## src/rtl/tod_slot_timer_pkg.sv

```systemverilog
// Shared definitions for the time-of-day / slot timer.
// Holds the default widths and the default slot end, the {h,l} tod struct at
// the default widths, and the phase-adjust action encoding that the adjust
// unit hands to the counter.
package tod_pkg;

  localparam int unsigned TOD_FINE_W          = 11;
  localparam int unsigned TOD_COARSE_W        = 21;
  localparam int unsigned TOD_FINE_MOD        = 800;   // 800 x 10 ns = 8 us
  localparam int unsigned TOD_SLOT_H_DEF      = 976;
  localparam int unsigned TOD_SLOT_L_DEF      = 449;   // 976*800+449+1 = 781250 clk
  localparam int unsigned TOD_SLOT_W          = 8;
  localparam int unsigned TOD_SLOTS_PER_FRAME = 128;
  localparam int unsigned TOD_ADJ_W           = 8;

  typedef struct packed {
    logic [TOD_COARSE_W-1:0] h;
    logic [TOD_FINE_W-1:0]   l;
  } tod_t;

  // What the counter does on the next fine wrap.
  typedef enum logic [1:0] {
    ADJ_NONE = 2'd0,  // plain wrap to 0
    ADJ_SKIP = 2'd1,  // wrap to 1, dropping one tick
    ADJ_HOLD = 2'd2   // stay on the last fine tick one extra clk
  } adj_act_e;

endpackage

```

## src/rtl/tod_slot_timer_if.sv

```systemverilog
// Bus bundle for tod_slot_timer.
//   master : load/reload/period/adjust controls out, time and strobes in
//   slave  : the timer side
// Signals:
//   rtt_reload_en, reload_tod_h/l : precise RTT load of tod
//   load_en, load_data            : coarse load of tod, load_data = {tod_h, tod_l}
//   per_load_en, per_h/l          : new slot end (inclusive last tick) into shadow
//   adj_req, adj_val              : queue a signed phase adjust in ticks
//   tod_h/l, tod_flag             : time within slot, first-fine-period flag
//   slot_pulse, frame_pulse       : boundary strobes
//   slot_num                      : slot index in frame
//   adj_busy, adj_err             : adjust pending / saturated strobe
interface tod_slot_timer_if
  import tod_pkg::*;
#(
  parameter int unsigned FINE_W   = TOD_FINE_W,
  parameter int unsigned COARSE_W = TOD_COARSE_W,
  parameter int unsigned SLOT_W   = TOD_SLOT_W,
  parameter int unsigned ADJ_W    = TOD_ADJ_W
);

  logic                       rtt_reload_en;
  logic [COARSE_W-1:0]        reload_tod_h;
  logic [FINE_W-1:0]          reload_tod_l;
  logic                       load_en;
  logic [COARSE_W+FINE_W-1:0] load_data;
  logic                       per_load_en;
  logic [COARSE_W-1:0]        per_h;
  logic [FINE_W-1:0]          per_l;
  logic                       adj_req;
  logic signed [ADJ_W-1:0]    adj_val;

  logic [COARSE_W-1:0]        tod_h;
  logic [FINE_W-1:0]          tod_l;
  logic                       tod_flag;
  logic                       slot_pulse;
  logic                       frame_pulse;
  logic [SLOT_W-1:0]          slot_num;
  logic                       adj_busy;
  logic                       adj_err;

  modport master (
    output rtt_reload_en, reload_tod_h, reload_tod_l,
    output load_en, load_data,
    output per_load_en, per_h, per_l,
    output adj_req, adj_val,
    input  tod_h, tod_l, tod_flag, slot_pulse, frame_pulse, slot_num,
    input  adj_busy, adj_err
  );

  modport slave (
    input  rtt_reload_en, reload_tod_h, reload_tod_l,
    input  load_en, load_data,
    input  per_load_en, per_h, per_l,
    input  adj_req, adj_val,
    output tod_h, tod_l, tod_flag, slot_pulse, frame_pulse, slot_num,
    output adj_busy, adj_err
  );

endinterface

```

## src/rtl/tod_slot_timer_phase_adj.sv

```systemverilog
// tod_phase_adj: pending phase-adjust accumulator for the slot timer.
// Ports:
//   clk, rst  : clock, asynchronous active-high reset
//   clr       : tod load this cycle; drops pending and stretch
//   wrap      : counter is taking a fine wrap this cycle (consumes act)
//   adj_req   : add adj_val to pending, saturating at +/-(2^(ADJ_W-1)-1)
//   adj_val   : signed ticks, >0 advance, <0 retard
//   act       : action for a fine wrap happening this cycle
//   busy      : pending != 0
//   err       : 1-clk strobe after an adj_req that saturated
module tod_phase_adj
  import tod_pkg::*;
#(
  parameter int unsigned ADJ_W = TOD_ADJ_W
) (
  input  logic                    clk,
  input  logic                    rst,
  input  logic                    clr,
  input  logic                    wrap,
  input  logic                    adj_req,
  input  logic signed [ADJ_W-1:0] adj_val,
  output adj_act_e                act,
  output logic                    busy,
  output logic                    err
);

  localparam logic signed [ADJ_W:0] SAT_MAX = {2'b00, {(ADJ_W-1){1'b1}}};
  localparam logic signed [ADJ_W:0] SAT_MIN = {2'b11, {(ADJ_W-2){1'b0}}, 1'b1};
  localparam logic signed [ADJ_W:0] ONE     = {{ADJ_W{1'b0}}, 1'b1};

  logic signed [ADJ_W-1:0] pending;
  logic                    stretch;

  logic signed [ADJ_W:0] base;
  logic signed [ADJ_W:0] req_ext;
  logic signed [ADJ_W:0] sum;
  logic signed [ADJ_W:0] sat_val;
  logic                  sat;

  // The cycle after a hold is the stretched wrap itself: it wraps plainly,
  // so no new action is offered while stretch is set.
  always_comb begin
    act = ADJ_NONE;
    if (!stretch && pending != '0) begin
      act = pending[ADJ_W-1] ? ADJ_HOLD : ADJ_SKIP;
    end
  end

  // Applying a step moves pending toward zero, so base stays in range and
  // only the adj_req addition can saturate; both net out in one cycle.
  always_comb begin
    base = {pending[ADJ_W-1], pending};
    if (wrap && act == ADJ_SKIP) begin
      base = base - ONE;
    end else if (wrap && act == ADJ_HOLD) begin
      base = base + ONE;
    end
    req_ext = '0;
    if (adj_req) begin
      req_ext = {adj_val[ADJ_W-1], adj_val};
    end
    sum     = base + req_ext;
    sat     = 1'b0;
    sat_val = sum;
    if (sum > SAT_MAX) begin
      sat_val = SAT_MAX;
      sat     = 1'b1;
    end else if (sum < SAT_MIN) begin
      sat_val = SAT_MIN;
      sat     = 1'b1;
    end
  end

  always_ff @(posedge clk or posedge rst) begin
    if (rst) begin
      pending <= '0;
      stretch <= 1'b0;
      err     <= 1'b0;
    end else if (clr) begin
      pending <= '0;
      stretch <= 1'b0;
      err     <= 1'b0;
    end else begin
      pending <= sat_val[ADJ_W-1:0];
      err     <= adj_req && sat;
      if (wrap) begin
        stretch <= (act == ADJ_HOLD);
      end
    end
  end

  assign busy = (pending != '0);

endmodule

```

## src/rtl/tod_slot_timer.sv

```systemverilog
// tod_slot_timer: two-level time-of-day / slot timer.
// tod_l counts 0..FINE_MOD-1, tod_h counts fine wraps. When tod reaches the
// active slot end the next clk restarts at 0/0 with slot_pulse, tod_flag and
// slot/frame numbering. The slot end is written to a shadow register and
// copied into the active end at each slot boundary, so it persists.
// Phase trims are applied one tick per fine wrap by tod_phase_adj.
// Ports:
//   clk : system clock
//   rst : asynchronous active-high reset
//   bus : tod_slot_timer_if slave (loads, period, adjust in; time, strobes out)
module tod_slot_timer
  import tod_pkg::*;
#(
  parameter int unsigned FINE_W          = TOD_FINE_W,
  parameter int unsigned COARSE_W        = TOD_COARSE_W,
  parameter int unsigned FINE_MOD        = TOD_FINE_MOD,
  parameter int unsigned SLOT_H_DEF      = TOD_SLOT_H_DEF,
  parameter int unsigned SLOT_L_DEF      = TOD_SLOT_L_DEF,
  parameter int unsigned SLOT_W          = TOD_SLOT_W,
  parameter int unsigned SLOTS_PER_FRAME = TOD_SLOTS_PER_FRAME,
  parameter int unsigned ADJ_W           = TOD_ADJ_W
) (
  input  logic               clk,
  input  logic               rst,
  tod_slot_timer_if.slave    bus
);

  typedef struct packed {
    logic [COARSE_W-1:0] h;
    logic [FINE_W-1:0]   l;
  } tod_val_t;

  localparam tod_val_t          END_DEF   = '{h: COARSE_W'(SLOT_H_DEF), l: FINE_W'(SLOT_L_DEF)};
  localparam logic [FINE_W-1:0] FINE_LAST = FINE_W'(FINE_MOD - 1);
  localparam logic [FINE_W-1:0] FINE_ONE  = FINE_W'(1);
  localparam logic [SLOT_W-1:0] SLOT_LAST = SLOT_W'(SLOTS_PER_FRAME - 1);

  tod_val_t          tod;
  tod_val_t          act_end;
  tod_val_t          shd_end;
  logic              tod_flag;
  logic              slot_pulse;
  logic              frame_pulse;
  logic [SLOT_W-1:0] slot_num;

  logic     any_load;
  logic     at_end;
  logic     at_fine_last;
  logic     fine_wrap;
  adj_act_e adj_act;
  logic     adj_busy;
  logic     adj_err;

  assign any_load     = bus.rtt_reload_en | bus.load_en;
  assign at_end       = (tod == act_end);
  assign at_fine_last = (tod.l == FINE_LAST);
  // A boundary on the last fine tick takes precedence, so no adjust is spent.
  assign fine_wrap    = !any_load && !at_end && at_fine_last;

  tod_phase_adj #(
    .ADJ_W (ADJ_W)
  ) u_phase_adj (
    .clk     (clk),
    .rst     (rst),
    .clr     (any_load),
    .wrap    (fine_wrap),
    .adj_req (bus.adj_req),
    .adj_val (bus.adj_val),
    .act     (adj_act),
    .busy    (adj_busy),
    .err     (adj_err)
  );

  always_ff @(posedge clk or posedge rst) begin
    if (rst) begin
      tod         <= '0;
      act_end     <= END_DEF;
      shd_end     <= END_DEF;
      tod_flag    <= 1'b0;
      slot_pulse  <= 1'b0;
      frame_pulse <= 1'b0;
      slot_num    <= '0;
    end else begin
      slot_pulse  <= 1'b0;
      frame_pulse <= 1'b0;

      if (bus.per_load_en) begin
        shd_end <= '{h: bus.per_h, l: bus.per_l};
      end

      if (bus.rtt_reload_en) begin
        tod <= '{h: bus.reload_tod_h, l: bus.reload_tod_l};
      end else if (bus.load_en) begin
        // load_data is {tod_h, tod_l}, the same packing as tod_val_t.
        tod <= bus.load_data;
      end else if (at_end) begin
        tod        <= '0;
        tod_flag   <= 1'b1;
        slot_pulse <= 1'b1;
        act_end    <= shd_end;
        if (slot_num == SLOT_LAST) begin
          slot_num    <= '0;
          frame_pulse <= 1'b1;
        end else begin
          slot_num <= slot_num + 1'b1;
        end
      end else if (at_fine_last) begin
        // ADJ_HOLD leaves tod on the last fine tick for one more clk.
        if (adj_act != ADJ_HOLD) begin
          tod.h    <= tod.h + 1'b1;
          tod.l    <= (adj_act == ADJ_SKIP) ? FINE_ONE : '0;
          tod_flag <= 1'b0;
        end
      end else begin
        tod.l <= tod.l + 1'b1;
      end
    end
  end

  assign bus.tod_h       = tod.h;
  assign bus.tod_l       = tod.l;
  assign bus.tod_flag    = tod_flag;
  assign bus.slot_pulse  = slot_pulse;
  assign bus.frame_pulse = frame_pulse;
  assign bus.slot_num    = slot_num;
  assign bus.adj_busy    = adj_busy;
  assign bus.adj_err     = adj_err;

endmodule

```

## src/flat_wrapper.sv

```systemverilog
// flat-port wrapper written by rule: the top's interface ports become plain ports
module tod_slot_timer_flat import tod_pkg::*;
#(
  parameter int unsigned FINE_W          = TOD_FINE_W,
  parameter int unsigned COARSE_W        = TOD_COARSE_W,
  parameter int unsigned FINE_MOD        = TOD_FINE_MOD,
  parameter int unsigned SLOT_H_DEF      = TOD_SLOT_H_DEF,
  parameter int unsigned SLOT_L_DEF      = TOD_SLOT_L_DEF,
  parameter int unsigned SLOT_W          = TOD_SLOT_W,
  parameter int unsigned SLOTS_PER_FRAME = TOD_SLOTS_PER_FRAME,
  parameter int unsigned ADJ_W           = TOD_ADJ_W
)
  (clk, rst, bus_rtt_reload_en, bus_reload_tod_h, bus_reload_tod_l, bus_load_en, bus_load_data, bus_per_load_en, bus_per_h, bus_per_l, bus_adj_req, bus_adj_val, bus_tod_h, bus_tod_l, bus_tod_flag, bus_slot_pulse, bus_frame_pulse, bus_slot_num, bus_adj_busy, bus_adj_err);
  tod_slot_timer_if #(.FINE_W(FINE_W), .COARSE_W(COARSE_W), .SLOT_W(SLOT_W), .ADJ_W(ADJ_W)) bus_i ();
  input  logic clk;
  input  logic rst;
  input wire logic [$bits(bus_i.rtt_reload_en)-1:0] bus_rtt_reload_en;
  input wire logic [$bits(bus_i.reload_tod_h)-1:0] bus_reload_tod_h;
  input wire logic [$bits(bus_i.reload_tod_l)-1:0] bus_reload_tod_l;
  input wire logic [$bits(bus_i.load_en)-1:0] bus_load_en;
  input wire logic [$bits(bus_i.load_data)-1:0] bus_load_data;
  input wire logic [$bits(bus_i.per_load_en)-1:0] bus_per_load_en;
  input wire logic [$bits(bus_i.per_h)-1:0] bus_per_h;
  input wire logic [$bits(bus_i.per_l)-1:0] bus_per_l;
  input wire logic [$bits(bus_i.adj_req)-1:0] bus_adj_req;
  input wire logic [$bits(bus_i.adj_val)-1:0] bus_adj_val;
  output wire logic [$bits(bus_i.tod_h)-1:0] bus_tod_h;
  output wire logic [$bits(bus_i.tod_l)-1:0] bus_tod_l;
  output wire logic [$bits(bus_i.tod_flag)-1:0] bus_tod_flag;
  output wire logic [$bits(bus_i.slot_pulse)-1:0] bus_slot_pulse;
  output wire logic [$bits(bus_i.frame_pulse)-1:0] bus_frame_pulse;
  output wire logic [$bits(bus_i.slot_num)-1:0] bus_slot_num;
  output wire logic [$bits(bus_i.adj_busy)-1:0] bus_adj_busy;
  output wire logic [$bits(bus_i.adj_err)-1:0] bus_adj_err;
  assign bus_i.rtt_reload_en = bus_rtt_reload_en;
  assign bus_i.reload_tod_h = bus_reload_tod_h;
  assign bus_i.reload_tod_l = bus_reload_tod_l;
  assign bus_i.load_en = bus_load_en;
  assign bus_i.load_data = bus_load_data;
  assign bus_i.per_load_en = bus_per_load_en;
  assign bus_i.per_h = bus_per_h;
  assign bus_i.per_l = bus_per_l;
  assign bus_i.adj_req = bus_adj_req;
  assign bus_i.adj_val = bus_adj_val;
  assign bus_tod_h = bus_i.tod_h;
  assign bus_tod_l = bus_i.tod_l;
  assign bus_tod_flag = bus_i.tod_flag;
  assign bus_slot_pulse = bus_i.slot_pulse;
  assign bus_frame_pulse = bus_i.frame_pulse;
  assign bus_slot_num = bus_i.slot_num;
  assign bus_adj_busy = bus_i.adj_busy;
  assign bus_adj_err = bus_i.adj_err;
  tod_slot_timer #(.FINE_W(FINE_W), .COARSE_W(COARSE_W), .FINE_MOD(FINE_MOD), .SLOT_H_DEF(SLOT_H_DEF), .SLOT_L_DEF(SLOT_L_DEF), .SLOT_W(SLOT_W), .SLOTS_PER_FRAME(SLOTS_PER_FRAME), .ADJ_W(ADJ_W)) u_core (.clk(clk), .rst(rst), .bus(bus_i));
endmodule
```

## config.mk

```make
export PLATFORM = sky130hd
export DESIGN_NAME = tod_slot_timer_flat
export DESIGN_NICKNAME = d
export VERILOG_FILES = /design/src/rtl/tod_slot_timer_pkg.sv /design/src/rtl/tod_slot_timer_if.sv /design/src/rtl/tod_slot_timer_phase_adj.sv /design/src/rtl/tod_slot_timer.sv /design/src/flat_wrapper.sv
export SDC_FILE = /design/constraint.sdc
export NUM_CORES = 1
export LEC_CHECK = 0
export CORE_MARGIN = 4
export CORE_UTILIZATION = 50
export DETAILED_ROUTE_END_ITERATION = 12
export MAX_ROUTING_LAYER = met4
export PLACE_DENSITY = 0.92
export SLEW_MARGIN = 20
export SYNTH_ARGS = -nofsm -noshare
export SYNTH_HDL_FRONTEND = slang
export SYNTH_HIERARCHICAL = 1
export SYNTH_SLANG_ARGS = --single-unit
```

## constraint.sdc

```tcl
create_clock -name clk -period 13.7 [get_ports clk]
set_input_delay 1.37 -clock clk [delete_from_list [all_inputs] [get_ports clk]]
set_output_delay 1.37 -clock clk [all_outputs]
set_load 0.05 [all_outputs]
```

==> Yosys cells after proc, flatten, opt, wreduce, memory -nomap -nowiden <==
Cells that the tools add are included.
{ "totals": {"regBits": 117, "output_inout_bits": 45, "input_bits": 110, "wordCells": 80} }
{ "classes": {"bitwise_logic": 3, "mux": 31, "n_addsub": 6, "eq_ne": 7, "reduce_logical": 18, "order_cmp": 2} }
{ "ops": {"columns": ["operator", "count"], "rows": [
  ["$mux 32", 4],
  ["$eq 32x32->1", 1],
  ["$mux 8", 4],
  ["$mux 9", 3],
  ["$add 21x1->21 const B", 1],
  ["$mux 21", 1],
  ["$mux 1", 16],
  ["$add 11x1->11 const B", 1],
  ["$eq 11x10->1 const B", 1],
  ["$mux 11", 1],
  ["$add 8x2->9 const B", 1],
  ["$add 9x9->9", 1],
  ["$gt 9x8->1 const B", 1],
  ["$lt 9x8->1 const B", 1],
  ["$sub 8x2->9 const B", 1],
  ["$add 8x1->8 const B", 1],
  ["$eq 8x7->1 const B", 1],
  ["$reduce_bool 4->1", 2],
  ["$reduce_bool 8->1", 1],
  ["$logic_and 1x1->1", 6],
  ["$reduce_bool 2->1", 3],
  ["$ne 5x4->1 const B", 1],
  ["$mux 2", 2],
  ["$reduce_and 4->1", 1],
  ["other kinds (8)", 11]
]} }

==> Longest topological paths before layout <==
{ "logic_depth": {"ltp_word": 13, "ltp_mapped": 17, "depth_no_buf": 16} }

==> Cells and area by module <==
Netlist, hierarchy kept.
{ "modules_own_cells": {"columns": ["mod", "cells_each", "area_each_um2", "instances", "seq_area_each_um2"], "rows": [
  ["tod_slot_timer", 522, 5670.4, 1, 2700.1],
  ["tod_phase_adj", 133, 1118.6, 1, 250.2]
]} }

==> Worst setup path before layout <==
No wires, ideal clock.
{ "synth_timing": {"path_kind": "reg2reg", "startpoint": "register u_core.tod, in the netlist u_core/bus.tod_l[0]", "endpoint": "register u_core.u_phase_adj.err", "t_arrival_ps": 4645, "synth_period_minus_slack_ps": 4757, "path_slack_ps": 8943, "path_stages_with_launch": 18, "path_buffers": 1, "required_time_ps": 13589, "setup_ps": 111, "path_cell_list": "dfrtp_1 -> ha_1 -> nand4_2 -> or4_4 -> buf_6 -> or2_2 -> a21oi_1 -> nand2b_1 -> nor2_2 -> xnor2_1 -> ha_1 -> fa_1 -> a211oi_2 -> o21ai_1 -> a31oi_2 -> xor2_2 -> a41oi_1 -> a2111oi_2"} }
{ "synth_via": {"elab_chain_len": 13, "elab_cells_between_ends": 16, "cone_classes": "1 x add/sub; 2 x order compare; 2 x eq/ne; 5 x mux; 6 x reduce/logical"} }
{ "synth_lines": {"columns": ["item", "line", "rtl"], "rows": [
  ["start, declared", "tod_slot_timer.sv:38", "tod_val_t tod;"],
  ["start signal, assigned", "tod_slot_timer.sv:92", "tod <= '{h: bus.reload_tod_h, l: bus.reload_tod_l};"],
  ["start signal, assigned", "tod_slot_timer.sv:95", "tod <= bus.load_data;"],
  ["$eq 32x32->1", "tod_slot_timer.sv:55", "assign at_end = (tod == act_end);"],
  ["$logic_not 1->1", "tod_slot_timer.sv:58", "assign fine_wrap = !any_load && !at_end && at_fine_last;"],
  ["$logic_and 1x1->1", "tod_slot_timer.sv:58", null],
  ["$logic_and 1x1->1 (*)", "tod_slot_timer.sv:58", null],
  ["named net u_core.fine_wrap", "tod_slot_timer.sv:49", "logic fine_wrap;"],
  ["$logic_and 1x1->1", "tod_slot_timer_phase_adj.sv:55", "end else if (wrap && act == ADJ_HOLD) begin"],
  ["$mux 9", "tod_slot_timer_phase_adj.sv:55", null],
  ["$mux 9 (*)", "tod_slot_timer_phase_adj.sv:53", "if (wrap && act == ADJ_SKIP) begin"],
  ["$add 9x9->9 (*)", "tod_slot_timer_phase_adj.sv:62", "sum = base + req_ext;"],
  ["$lt 9x8->1", "tod_slot_timer_phase_adj.sv:68", "end else if (sum < SAT_MIN) begin"],
  ["$mux 1", "tod_slot_timer_phase_adj.sv:68", null],
  ["$mux 1 (*)", "tod_slot_timer_phase_adj.sv:65", "if (sum > SAT_MAX) begin"],
  ["$logic_and 1x1->1 (*)", "tod_slot_timer_phase_adj.sv:85", "err <= adj_req && sat;"],
  ["$mux 1 (*)", "tod_slot_timer_phase_adj.sv:79", "end else if (clr) begin"],
  ["end signal, assigned", "tod_slot_timer_phase_adj.sv:85", null],
  ["end, declared", "tod_slot_timer_phase_adj.sv:24", "output logic err"]
]} }
The timed path passes the listed nets; every way through them passes the cells marked *.
A chain may end at the register's enable or synchronous reset.

==> Final worst setup path <==
{ "layout_timing": {"startpoint": "input bus_load_en", "endpoint": "register u_core.u_phase_adj.err"} }
{ "layout_via": {"elab_chain_len": 13, "elab_cells_between_ends": 15, "cone_classes": "1 x add/sub; 2 x order compare; 5 x mux; 1 x bitwise; 6 x reduce/logical"} }
{ "layout_lines": {"columns": ["item", "line", "rtl"], "rows": [
  ["start, declared", "flat_wrapper.sv:20", "input wire logic [$bits(bus_i.load_en)-1:0] bus_load_en;"],
  ["$or 1x1->1 (*)", "tod_slot_timer.sv:54", "assign any_load = bus.rtt_reload_en | bus.load_en;"],
  ["named net u_core.any_load", "tod_slot_timer.sv:46", "logic any_load;"],
  ["$logic_not 1->1 (*)", "tod_slot_timer.sv:58", null],
  ["$logic_and 1x1->1 (*) (2 in series)", "tod_slot_timer.sv:58", null],
  ["named net u_core.fine_wrap", "tod_slot_timer.sv:49", null],
  ["$logic_and 1x1->1", "tod_slot_timer_phase_adj.sv:55", null],
  ["$mux 9", "tod_slot_timer_phase_adj.sv:55", null],
  ["$mux 9 (*)", "tod_slot_timer_phase_adj.sv:53", null],
  ["$add 9x9->9 (*)", "tod_slot_timer_phase_adj.sv:62", null],
  ["$lt 9x8->1", "tod_slot_timer_phase_adj.sv:68", null],
  ["$mux 1", "tod_slot_timer_phase_adj.sv:68", null],
  ["$mux 1 (*)", "tod_slot_timer_phase_adj.sv:65", null],
  ["$logic_and 1x1->1 (*)", "tod_slot_timer_phase_adj.sv:85", null],
  ["$mux 1 (*)", "tod_slot_timer_phase_adj.sv:79", null]
]} }
Marks and branches as above.

==> metrics.cfg <==
[outcome]
status=finished, final reports clean

[min_path]
min_path_type=flop to flop

[sta]
fmax_mhz=176
period_share_pct=41.4
setup_viol=0
rsz0062_at_grt=no
maxSlewViolCount=0
tns_ps=0
relSlewSlack_pct=26.8
hold_viol=0
finClkSkew_ps=12.6
max_slew.worst_pin.slew_ps=1100
fin_crit_ps=5670

[finish]
n_antenna_cell=0
synthToLayoutAreaGrowth_pct=33.5
drive_gt1_share_pct=18.9
multi_input_area_um2=3580
regArea_um2=2950
num-fill-cells=924
nNetsFinal=925

[setup_path]
worst-setup-path-type=input port to flop
cp_data_arrival_time_ps=5970
crit_chain=clkdlybuf4s50_1, buf_4, nor2_1, inv_1, or2_2, a21oi_1, nand2b_1, nor2_2, xnor2_1, ha_1, fa_1, a211oi_2, o21ai_1, a31oi_2, xor2_2, a41oi_1, a2111oi_2
critPathBufInv=3
cp.required_ps=14000
path_delay_family=compound AO/OA/AOI/OAI gates
max_stage_delay_ps=420
endpoint_kind=flop
cp-start-kind=input port
crit_path_max_fanout=39
worst_path_max_delay_cell=fa_1

[global_routing]
grt_pass1_vias=5909
grt_overflow=0
track_usage_pct=26.5
antenna_found_initial=0
grt_max_degree=77
grt_pass1_wl_mm=31.7

[synthesis]
synth-seq-cells=117
synth_ff_type=dfrtp_1
synth_edf_count=0
ys_warn_count=6
synth_cell_types=77
async_flop_share_pct=100
synth_cells=655
synth-seq-area-share_pct=43.5
syn-cell-area_um2=6790
synth_nets=779
avgSynthCellArea_um2=10.4

[clocking]
path_clk_slew_ps=60
cts.repair.resized=0
cts_setup_buffers=0
clk_latency_ps=420
hold_buffers=0
cts_made_buffers=17
cts_sinks=117
cts_tree=done
cts_max_level=4
clock-root-buffer=clkbuf_16
cts_buffer_depth=2

[drt]
ant_nets=0
drcViolationCount=0
first_pass_iters=6
routedWlPerCell_um=20.5
vias=5999
vias_per_cell=6.06
drt_iter0_drc=728
routed_wl_mm=20.3

[floorplan]
io_pins=155
fp.dieH_um=125
die_x_um=125
initial_core_util_pct=51.1
die-area_um2=15500
fp.coreArea_um2=13300
fp-row-count=42

[power]
p_seq_share_pct=36.7
switchingPower_uw=342
p_int_uw=776
p_comb_share_pct=21.5
leakage_nw=3.78
switching_share_pct=30.6
ir_drop_uv=88.9
power.density_nw_per_um2=123
p_clk_share_pct=41.8
p_total_mw=1.12

[place]
dp_hpwl_mm=14.1
routabilityCongestion=0.885
port_buffers=154

[run]
drv_cap=0

-- stage by stage --
step                      instances  utilization (%)  instance area, um2  worst slack (ps)  hold slack, ps
after floorplan                 655                -                6790              8940             477
after global placement          958             63.5                8440              7900             487
after detailed placement        958             63.5                8440              7680             492
after CTS                       990             68.2                9060              8120             508
after global routing            990             68.2                9060              7710             531
final                           990             68.2                9060              8030             506
-- cells in the final DEF (no fill, tap or decap), types with 11 or more instances in the layout --
| master | Yosys | final |
|---|---|---|
| clkdlybuf4s50_1 | 0 | 154 |
| dfrtp_1 | 99 | 99 |
| mux2_2 | 66 | 66 |
| xnor2_1 | 53 | 53 |
| nor2_1 | 52 | 52 |
| nand2_1 | 41 | 41 |
| a21oi_1 | 28 | 28 |
| inv_1 | 26 | 25 |
| nand3_1 | 19 | 19 |
| dfstp_2 | 18 | 18 |
| clkbuf_16 | 0 | 17 |
| nand4_1 | 17 | 17 |
| nor3_1 | 15 | 15 |
| a221oi_1 | 13 | 13 |
| ha_1 | 13 | 13 |
| o21ai_0 | 12 | 12 |
| o31ai_1 | 11 | 11 |
-- cell usage after synthesis (3+ instances only) --
cell type  instances  area share, %
nor2_1            52            2.9
o21ai_1            7           0.52
dfstp_2           18            7.0
nor2_2             4           0.37
o32ai_1            3           0.39
inv_1             26            1.4
o31ai_1           11            1.2
buf_2              7           0.52
o211ai_1           4           0.44
buf_1              5           0.28
a31oi_1            9           0.83
a21oi_1           28            2.1
a32oi_1            3           0.39
and3_1             3           0.28
and2_1             9           0.83
nand2_1           41            2.3
nand4_1           17            1.6
a22oi_1            3           0.33
a21o_1             3           0.33
mux2_2            66             11
nor2b_1            8           0.74
xor2_1             6           0.77
a221oi_1          13            1.7
nor3_1            15            1.1
nand3_1           19            1.4
buf_6              3           0.50
o21ai_0           12           0.88
a32o_1             3           0.44
nand2b_1           8           0.74
ha_1              13            2.4
clkbuf_1          16           0.88
xnor2_1           53            6.8
a211oi_2           3           0.55
a2bb2oi_1          4           0.52
a221o_1            3           0.44
nor4_1             4           0.37
o21a_1             3           0.33
dfrtp_1           99             36
-- sequential cells by signal, indices dropped and copies added (netlist names) --
| signal | flops |
|---|---|
| u_core/act_end | 32 |
| u_core/shd_end | 32 |
| u_core/bus.tod_h | 21 |
| u_core/bus.tod_l | 11 |
| u_core/bus.slot_num | 8 |
| u_core/u_phase_adj/pending | 8 |
| u_core/bus.frame_pulse | 1 |
| u_core/bus.slot_pulse | 1 |
| u_core/bus.tod_flag | 1 |
| u_core/u_phase_adj/err | 1 |
| u_core/u_phase_adj/stretch | 1 |
-- path summary, 6_finish.rpt --
path / cells past startpoint / to / slack (ps) / from
min: 1 / u_core/shd_end[13] / 510 / u_core/shd_end[13]
min in group asynchronous: 2 / u_core/u_phase_adj/pending[7] / 1350 / rst
max: 17 / u_core/u_phase_adj/err / 8030 / bus_load_en
max in group asynchronous: 3 / u_core/shd_end[22] / 11050 / rst
max reg2reg: 16 / u_core/u_phase_adj/err / 8640 / u_core/bus.tod_l[0]
min reg2reg: 1 / u_core/shd_end[13] / 510 / u_core/shd_end[13]
-- power groups by stage --
stage | sequential, mW | clock (mW) | combinational (mW)
5_1_grt | 0.413 | 0.487 | 0.256
6_report | 0.410 | 0.467 | 0.240
3_3_place_gp | 0.413 | 0 | 0.231
4_1_cts | 0.409 | 0.470 | 0.239
2_1_floorplan | 0.440 | 0 | 0.115
3_5_place_dp | 0.414 | 0 | 0.236
-- cell type report --
type                            count  share of cell area (%)
Clock inverter                     13                    1.88
Tap cell                          176                    2.43
Sequential cell                   117                    32.6
Inverter                           26                    1.10
Multi-Input combinational cell    479                    39.5
Timing Repair Buffer              160                    17.5
Clock buffer                       19                    5.00
-- metal layers --
metal / vias to the layer above / wire [um] / GRT usage, %
met1: 2889 / 7900 / 32.3
li1: 2679 / - / -
met4: 0 / 482 / 8.51
met5: - / 0 / -
met3: 48 / 1920 / 6.69
met2: 383 / 10000 / 43.4
-- logic make-up (layout without fill, tap and decap cells) --
| kind of cell | after synthesis | in the layout | synth area share, % |
|---|---|---|---|
| simple gates | 200 | 200 | 15.6 |
| compound gates | 138 | 138 | 15.6 |
| flops | 117 | 117 | 43.5 |
| mux | 67 | 67 | 11.1 |
| xor+xnor | 60 | 60 | 7.85 |
| buf+inv | 59 | 218 | 3.80 |
| fa+ha+maj | 14 | 14 | 2.69 |
No activity file was read; power rests on OpenSTA's default activity.
